$ cat src/rtl/pc060ha_master_sequencer.sv
// ============================================================================
// pc060ha_master_sequencer
// Master-side PC060HA bus sequencer: byte host handshakes <-> nibble mailbox
// Revision: 1.0
// ============================================================================
`default_nettype none

module pc060ha_master_sequencer #(
  parameter int STROBE_CYCLES = 2,
  parameter int POLL_INTERVAL = 16,
  parameter int RESET_HOLD    = 64
) (
  input  logic       CLK,
  input  logic       RESET,
  input  logic       TX_VALID,
  input  logic [7:0] TX_DATA,
  output logic       TX_READY,
  output logic       RX_VALID,
  output logic [7:0] RX_DATA,
  input  logic       RX_READY,
  input  logic       SRST_REQ,
  output logic       BUSY,
  output logic       nMCS,
  output logic       nMRD,
  output logic       nMWR,
  output logic       MA0,
  output logic [3:0] MD_OUT,
  output logic       MD_OE,
  input  logic [3:0] MD_IN
);

  localparam int CW = $clog2(STROBE_CYCLES + 3);
  localparam int PW = (POLL_INTERVAL > 1) ? $clog2(POLL_INTERVAL) : 1;
  localparam int WW = (RESET_HOLD > 1) ? $clog2(RESET_HOLD) : 1;

  localparam logic [CW-1:0] C_CYC_SAMPLE = CW'(STROBE_CYCLES);
  localparam logic [CW-1:0] C_CYC_LAST   = CW'(STROBE_CYCLES + 2);
  localparam logic [PW-1:0] C_POLL_LAST  = PW'(POLL_INTERVAL - 1);
  localparam logic [WW-1:0] C_WAIT_LAST  = WW'(RESET_HOLD - 1);

  typedef enum logic [3:0] {
    ST_IDLE,
    ST_POLL,
    ST_RX_LO,
    ST_RX_HI,
    ST_TX_LO,
    ST_TX_HI,
    ST_SR_SET,
    ST_SR_WAIT,
    ST_SR_CLR
  } state_e;

  state_e          state_q, state_d;
  logic            phase_q, phase_d;       // 0: page write, 1: data op
  logic [CW-1:0]   cyc_q, cyc_d;
  logic [PW-1:0]   poll_cnt_q, poll_cnt_d;
  logic [WW-1:0]   wait_q, wait_d;
  logic [7:0]      tx_buf_q, tx_buf_d;
  logic            tx_full_q, tx_full_d;
  logic            rx_valid_q, rx_valid_d;
  logic [7:0]      rx_data_q, rx_data_d;
  logic [3:0]      lo_q, lo_d;
  logic [3:0]      rd_q, rd_d;
  logic            sticky_q, sticky_d;
  logic            tx_half_q, tx_half_d;
  logic            rx_half_q, rx_half_d;

  logic            acc;
  logic [2:0]      page;
  logic            data_wr;
  logic [3:0]      data_val;
  logic            op_wr;
  logic [3:0]      op_val;
  logic            op_on;
  logic            strobe;
  logic            op_end;
  logic            sample;

  // Per-state access descriptor: which page, and whether the data op writes.
  always_comb begin
    acc      = 1'b0;
    page     = 3'd4;
    data_wr  = 1'b0;
    data_val = 4'd0;
    case (state_q)
      ST_POLL: begin
        acc  = 1'b1;
        page = 3'd4;
      end
      ST_RX_LO: begin
        acc  = 1'b1;
        page = rx_half_q ? 3'd2 : 3'd0;
      end
      ST_RX_HI: begin
        acc  = 1'b1;
        page = rx_half_q ? 3'd3 : 3'd1;
      end
      ST_TX_LO: begin
        acc      = 1'b1;
        page     = tx_half_q ? 3'd2 : 3'd0;
        data_wr  = 1'b1;
        data_val = tx_buf_q[3:0];
      end
      ST_TX_HI: begin
        acc      = 1'b1;
        page     = tx_half_q ? 3'd3 : 3'd1;
        data_wr  = 1'b1;
        data_val = tx_buf_q[7:4];
      end
      ST_SR_SET: begin
        acc      = 1'b1;
        page     = 3'd4;
        data_wr  = 1'b1;
        data_val = 4'd1;
      end
      ST_SR_CLR: begin
        acc      = 1'b1;
        page     = 3'd4;
        data_wr  = 1'b1;
        data_val = 4'd0;
      end
      default: ;
    endcase
  end

  assign op_wr  = ~phase_q | data_wr;
  assign op_val = phase_q ? data_val : {1'b0, page};
  assign op_on  = acc && (cyc_q != C_CYC_LAST);
  assign strobe = acc && (cyc_q != '0) && (cyc_q <= C_CYC_SAMPLE);
  assign op_end = acc && phase_q && (cyc_q == C_CYC_LAST);
  assign sample = acc && phase_q && !data_wr && (cyc_q == C_CYC_SAMPLE);

  assign nMCS     = ~op_on;
  assign nMWR     = ~(strobe & op_wr);
  assign nMRD     = ~(strobe & ~op_wr);
  assign MA0      = op_on & phase_q;
  assign MD_OUT   = (op_on && op_wr) ? op_val : 4'd0;
  assign MD_OE    = op_on & op_wr;
  assign BUSY     = (state_q != ST_IDLE);
  assign TX_READY = ~tx_full_q;
  assign RX_VALID = rx_valid_q;
  assign RX_DATA  = rx_data_q;

  always_comb begin
    state_d    = state_q;
    phase_d    = phase_q;
    cyc_d      = cyc_q;
    poll_cnt_d = poll_cnt_q;
    wait_d     = wait_q;
    tx_buf_d   = tx_buf_q;
    tx_full_d  = tx_full_q;
    rx_valid_d = rx_valid_q;
    rx_data_d  = rx_data_q;
    lo_d       = lo_q;
    rd_d       = rd_q;
    sticky_d   = sticky_q;
    tx_half_d  = tx_half_q;
    rx_half_d  = rx_half_q;

    if (TX_VALID && !tx_full_q) begin
      tx_buf_d  = TX_DATA;
      tx_full_d = 1'b1;
    end
    if (rx_valid_q && RX_READY) begin
      rx_valid_d = 1'b0;
    end
    if (sample) begin
      rd_d = MD_IN;
    end

    // Cycle/phase sequencing shared by every two-op access state.
    if (acc) begin
      if (cyc_q == C_CYC_LAST) begin
        cyc_d   = '0;
        phase_d = ~phase_q;
      end else begin
        cyc_d = cyc_q + 1'b1;
      end
    end

    case (state_q)
      ST_IDLE: begin
        if ((poll_cnt_q >= C_POLL_LAST) && (tx_full_q || !rx_valid_q || sticky_q)) begin
          state_d    = ST_POLL;
          poll_cnt_d = '0;
        end else if (poll_cnt_q < C_POLL_LAST) begin
          poll_cnt_d = poll_cnt_q + 1'b1;
        end
      end
      ST_POLL: begin
        if (op_end) begin
          // rd_q holds status {slave_full, slave_half, master_full, master_half}
          if (sticky_q) begin
            state_d = ST_SR_SET;
          end else if (!rx_valid_q && (rx_half_q ? rd_q[3] : rd_q[2])) begin
            state_d = ST_RX_LO;
          end else if (tx_full_q && !(tx_half_q ? rd_q[1] : rd_q[0])) begin
            state_d = ST_TX_LO;
          end else begin
            state_d = ST_IDLE;
          end
        end
      end
      ST_RX_LO: begin
        if (op_end) begin
          lo_d    = rd_q;
          state_d = ST_RX_HI;
        end
      end
      ST_RX_HI: begin
        if (op_end) begin
          rx_data_d  = {rd_q, lo_q};
          rx_valid_d = 1'b1;
          rx_half_d  = ~rx_half_q;
          state_d    = ST_IDLE;
        end
      end
      ST_TX_LO: begin
        if (op_end) begin
          state_d = ST_TX_HI;
        end
      end
      ST_TX_HI: begin
        if (op_end) begin
          tx_full_d = 1'b0;
          tx_half_d = ~tx_half_q;
          state_d   = ST_IDLE;
        end
      end
      ST_SR_SET: begin
        if (op_end) begin
          wait_d  = '0;
          state_d = ST_SR_WAIT;
        end
      end
      ST_SR_WAIT: begin
        if (wait_q == C_WAIT_LAST) begin
          wait_d  = '0;
          state_d = ST_SR_CLR;
        end else begin
          wait_d = wait_q + 1'b1;
        end
      end
      ST_SR_CLR: begin
        if (op_end) begin
          sticky_d  = 1'b0;
          tx_half_d = 1'b0;
          rx_half_d = 1'b0;
          state_d   = ST_IDLE;
        end
      end
      default: state_d = ST_IDLE;
    endcase

    // A request arriving as the reset sequence finishes must not be lost.
    if (SRST_REQ) begin
      sticky_d = 1'b1;
    end
  end

  always_ff @(posedge CLK) begin
    if (RESET) begin
      state_q    <= ST_IDLE;
      phase_q    <= 1'b0;
      cyc_q      <= '0;
      poll_cnt_q <= '0;
      wait_q     <= '0;
      tx_buf_q   <= 8'd0;
      tx_full_q  <= 1'b0;
      rx_valid_q <= 1'b0;
      rx_data_q  <= 8'd0;
      lo_q       <= 4'd0;
      rd_q       <= 4'd0;
      sticky_q   <= 1'b0;
      tx_half_q  <= 1'b0;
      rx_half_q  <= 1'b0;
    end else begin
      state_q    <= state_d;
      phase_q    <= phase_d;
      cyc_q      <= cyc_d;
      poll_cnt_q <= poll_cnt_d;
      wait_q     <= wait_d;
      tx_buf_q   <= tx_buf_d;
      tx_full_q  <= tx_full_d;
      rx_valid_q <= rx_valid_d;
      rx_data_q  <= rx_data_d;
      lo_q       <= lo_d;
      rd_q       <= rd_d;
      sticky_q   <= sticky_d;
      tx_half_q  <= tx_half_d;
      rx_half_q  <= rx_half_d;
    end
  end

endmodule

`default_nettype wire

$ cat config.mk
export PLATFORM = sky130hd
export DESIGN_NAME = pc060ha_master_sequencer
export DESIGN_NICKNAME = d
export VERILOG_FILES = /design/src/rtl/pc060ha_master_sequencer.sv
export SDC_FILE = /design/constraint.sdc
export NUM_CORES = 1
export LEC_CHECK = 0
export ABC_CLOCK_PERIOD_IN_PS = 1500
export BUFFER_PORTS_ARGS = -buffer_cell sky130_fd_sc_hd__buf_2
export CELL_PAD_IN_SITES_DETAIL_PLACEMENT = 1
export CELL_PAD_IN_SITES_GLOBAL_PLACEMENT = 1
export CORE_UTILIZATION = 38
export DETAILED_ROUTE_END_ITERATION = 12
export GPL_TIMING_DRIVEN = 0
export MAX_ROUTING_LAYER = met4
export PLACE_DENSITY_LB_ADDON = 0.1
export SETUP_SLACK_MARGIN = 0.2
export SYNTH_ARGS = -nofsm -noshare
export SYNTH_HDL_FRONTEND = slang
export SYNTH_SLANG_ARGS = --single-unit
$ cat constraint.sdc
create_clock -name CLK -period 1.5 [get_ports CLK]
set_input_delay 0.15 -clock CLK [delete_from_list [all_inputs] [get_ports CLK]]
set_output_delay 0.15 -clock CLK [all_outputs]
set_load 0.02 [all_outputs]
==> qor.csv <==
metric;value;unit
insertion_delay;0.32;ns
yosysMostFrequentCell;nor2_1;
async_flop_share;0;
violations;setup timing;
yosys_warnings;0;
clock_skew;0.0105;ns
holdPathEnd;rd_q[0];
setup.worst_path.start_class;flip-flop;
netlist-cell-type-count;49;
grt_pass1_wl;11.2;mm
crit_chain;buf_8 -> a21o_4 -> a211o_4 -> a21oi_4 -> nand2_4 -> nor2_4 -> buf_6;
grt_max_degree;17;
leakage;1.32;nW
critPathArrivalTime;1.91;ns
synth_top_cell_by_area;dfxtp_1;
fillers;715;
cts_buffers;5;
die_y;81.4;um
ant_nets;0;
max-cap-violations;0;
cts_root_buffer;clkbuf_8;
final-setup-viol-count;45;
ys_ff_latch;47;
wire_per_inst;17.1;um
hold_buffers;0;
synthXorXnorAreaFrac;0.0146;
dieArea;6620;um^2
status;finished, violations left;
r2r-end;state_q[0];
drc_errors;0;
nets;363;
viasPerCell;5.36;
path_delay_family;compound AO/OA/AOI/OAI gates;
clock_path_buffers;2;
hold_path_depth;3;
synth_top_area_frac;0.393;
drt-initial-drc-count;69;
yosys-top-cells-count;nor2_1, dfxtp_1, mux2i_1;
grtUsageTotal;0.234;
grt_pass1_vias;2301;
synthMuxAreaShare;0.125;
design.core.area;5990;um^2
vias;2235;
cp_num_cells;7;
hp-class;in2reg;
yosys-top-cells-area;dfxtp_1, mux2i_1, nor2_1, a21oi_1, clkbuf_8;
crit_fanout;8;
place_congestion;0.790;
layout-drive-gt1-share;0.418;
syn_area;2390;um^2
ff2ff_setup_slack;-0.45;ns
num_rows;28;
crit_buf_inv;2;
synthSimpleGateAreaFrac;0.209;
synthAdderAreaFrac;0.0261;
worst_pin_slew;0.602;ns
placed_area;2770;um^2
place_hpwl;4.58;mm
area_delta_synth_final;40.3;%
fin_ws;-0.560;ns
clock-sinks;47;
reg2reg_depth;8;
critPathKind;reg2out;
io-pin-count;37;
min_from;MD_IN[0];
clk_pin_slew;0.10;ns
crit_slowest_cell;a211o_4;
initial_core_util;0.400;
synth_top_family_by_area;simple AND/OR/NAND/NOR gates;
fin_area;3360;um^2
antenna_found_initial;0;
crit_required;1.35;ns
htreeDepth;2;
synth.net_count;297;
cts_tree;yes;
power.density;1070;nW/um^2
synth_compound_area_frac;0.155;
wirelength;7.13;mm
yosys_most_used_dff;dfxtp_1;
synthCells;275;
relSlewSlack;0.599;
period_needed;2.06;ns
dr.pass1.iters;4;
regArea;955;um^2
portBuffers;35;
ys_seq_area_frac;0.393;
dp_cells;385;
hold_violations;0;
vdd_drop_max;730;uV
rsz0062_at_grt;yes;
synth_enable_flop_cells;0;
slowest_delay;0.35;ns
max_freq;0.486;GHz
num_antenna_cells;0;
chipWidth;81.4;um
syn-mean-instance-area;8.70;um^2
fin_cells;417;
critPathCaptureType;output pin;
multi_input_area;1560;um^2
r2r-start;state_q[2];
fin_crit_sh;1.37;
overflow;0;
drv_slew;0;
kinds of logic after synthesis:
logic type / after synthesis
AO/OA/AOI/OAI: 53
buffers and inverters: 29
multiplexers: 30
AND/OR/NAND/NOR: 107
flip-flops: 47
XOR/XNOR: 4
adder cells (fa/ha/maj): 5
layout by cell type, fill, tap and decap left out, types with 5 or more instances in the layout:
master and n:
dfxtp_1 40, nand2_1 16, nand3_1 7, buf_4 18
a21oi_1 8, nor2_1 46, inv_1 7, clkbuf_8 9
a21oi_2 11, dfxtp_2 5, mux2i_1 30, buf_6 17
o21ai_0 5, buf_2 26
layer usage:
layer | GRT usage | vias to the layer above | share of wire
met1 | 0.280 | 1107 | 0.45
met2 | 0.403 | 31 | 0.51
met4 | 0.0732 | 0 | 0.018
met3 | 0.0337 | 12 | 0.023
met5 | - | - | 0
li1 | - | 1085 | -
worst min-delay path: stages:
cell and delay, ns:
buf_2 0.08, mux2i_1 0.05, nor2_1 0.07
timing repair:
action	in CTS	in global routing
endpoints found under the setup margin	57	57
pin swaps	20	15
gates resized for setup	58	35
gates cloned	1	0
setup buffers	17	6
power by group:
| group | switching [W] | internal (W) |
|---|---|---|
| Combinational | 0.000734 | 0.000646 |
| Sequential | 0.0000818 | 0.00132 |
| Clock | 0.000484 | 0.000334 |
| Total | 0.00130 | 0.00230 |
registers in the layout (all words and copies together) (netlist names), 3 cells and up:
| signal | cells |
|---|---|
| cyc_q | 3 |
| wait_q | 6 |
| rd_q | 4 |
| tx_buf_q | 8 |
| lo_q | 4 |
| state_q | 4 |
| poll_cnt_q | 4 |
| RX_DATA | 8 |
final cells by class:
class,count,area share
Multi-Input combinational cell,199,0.463
Sequential cell,47,0.284
Timing Repair Buffer,59,0.132
Buffer,15,0.0462
Tap cell,75,0.0279
Clock buffer,5,0.0205
Inverter,14,0.0190
Clock inverter,3,0.00745
per-stage QoR:
| stage | power [W] | hold slack, ns | util | setup TNS [ns] | setup slack, ns |
|---|---|---|---|---|---|
| after floorplan | 0.00207 | 0.267 | - | -2.40 | -0.178 |
| after detailed placement | 0.00231 | 0.382 | 0.462 | -12.07 | -0.710 |
| after global routing | 0.00377 | 0.0566 | 0.561 | -13.70 | -0.636 |
| final | 0.00360 | 0.0586 | 0.561 | -10.14 | -0.560 |
| after CTS | 0.00348 | 0.0473 | 0.535 | -11.41 | -0.586 |
| after global placement | 0.00229 | 0.374 | 0.462 | -11.08 | -0.658 |
worst max path at each step:
| stage | startpoint | end | slack [ns] |
|---|---|---|---|
| 2_1_floorplan | state_q[2] | nMRD | -0.18 |
| 3_3_place_gp | state_q[2] | MD_OUT[0] | -0.66 |
| 3_5_place_dp | state_q[2] | MD_OUT[2] | -0.71 |
| 4_1_cts | state_q[2] | MD_OUT[0] | -0.59 |
| 5_1_grt | state_q[2] | MD_OUT[2] | -0.64 |
| 6_report | state_q[2] | MD_OUT[2] | -0.56 |
Note: power is estimated with default switching activity, not from simulation.
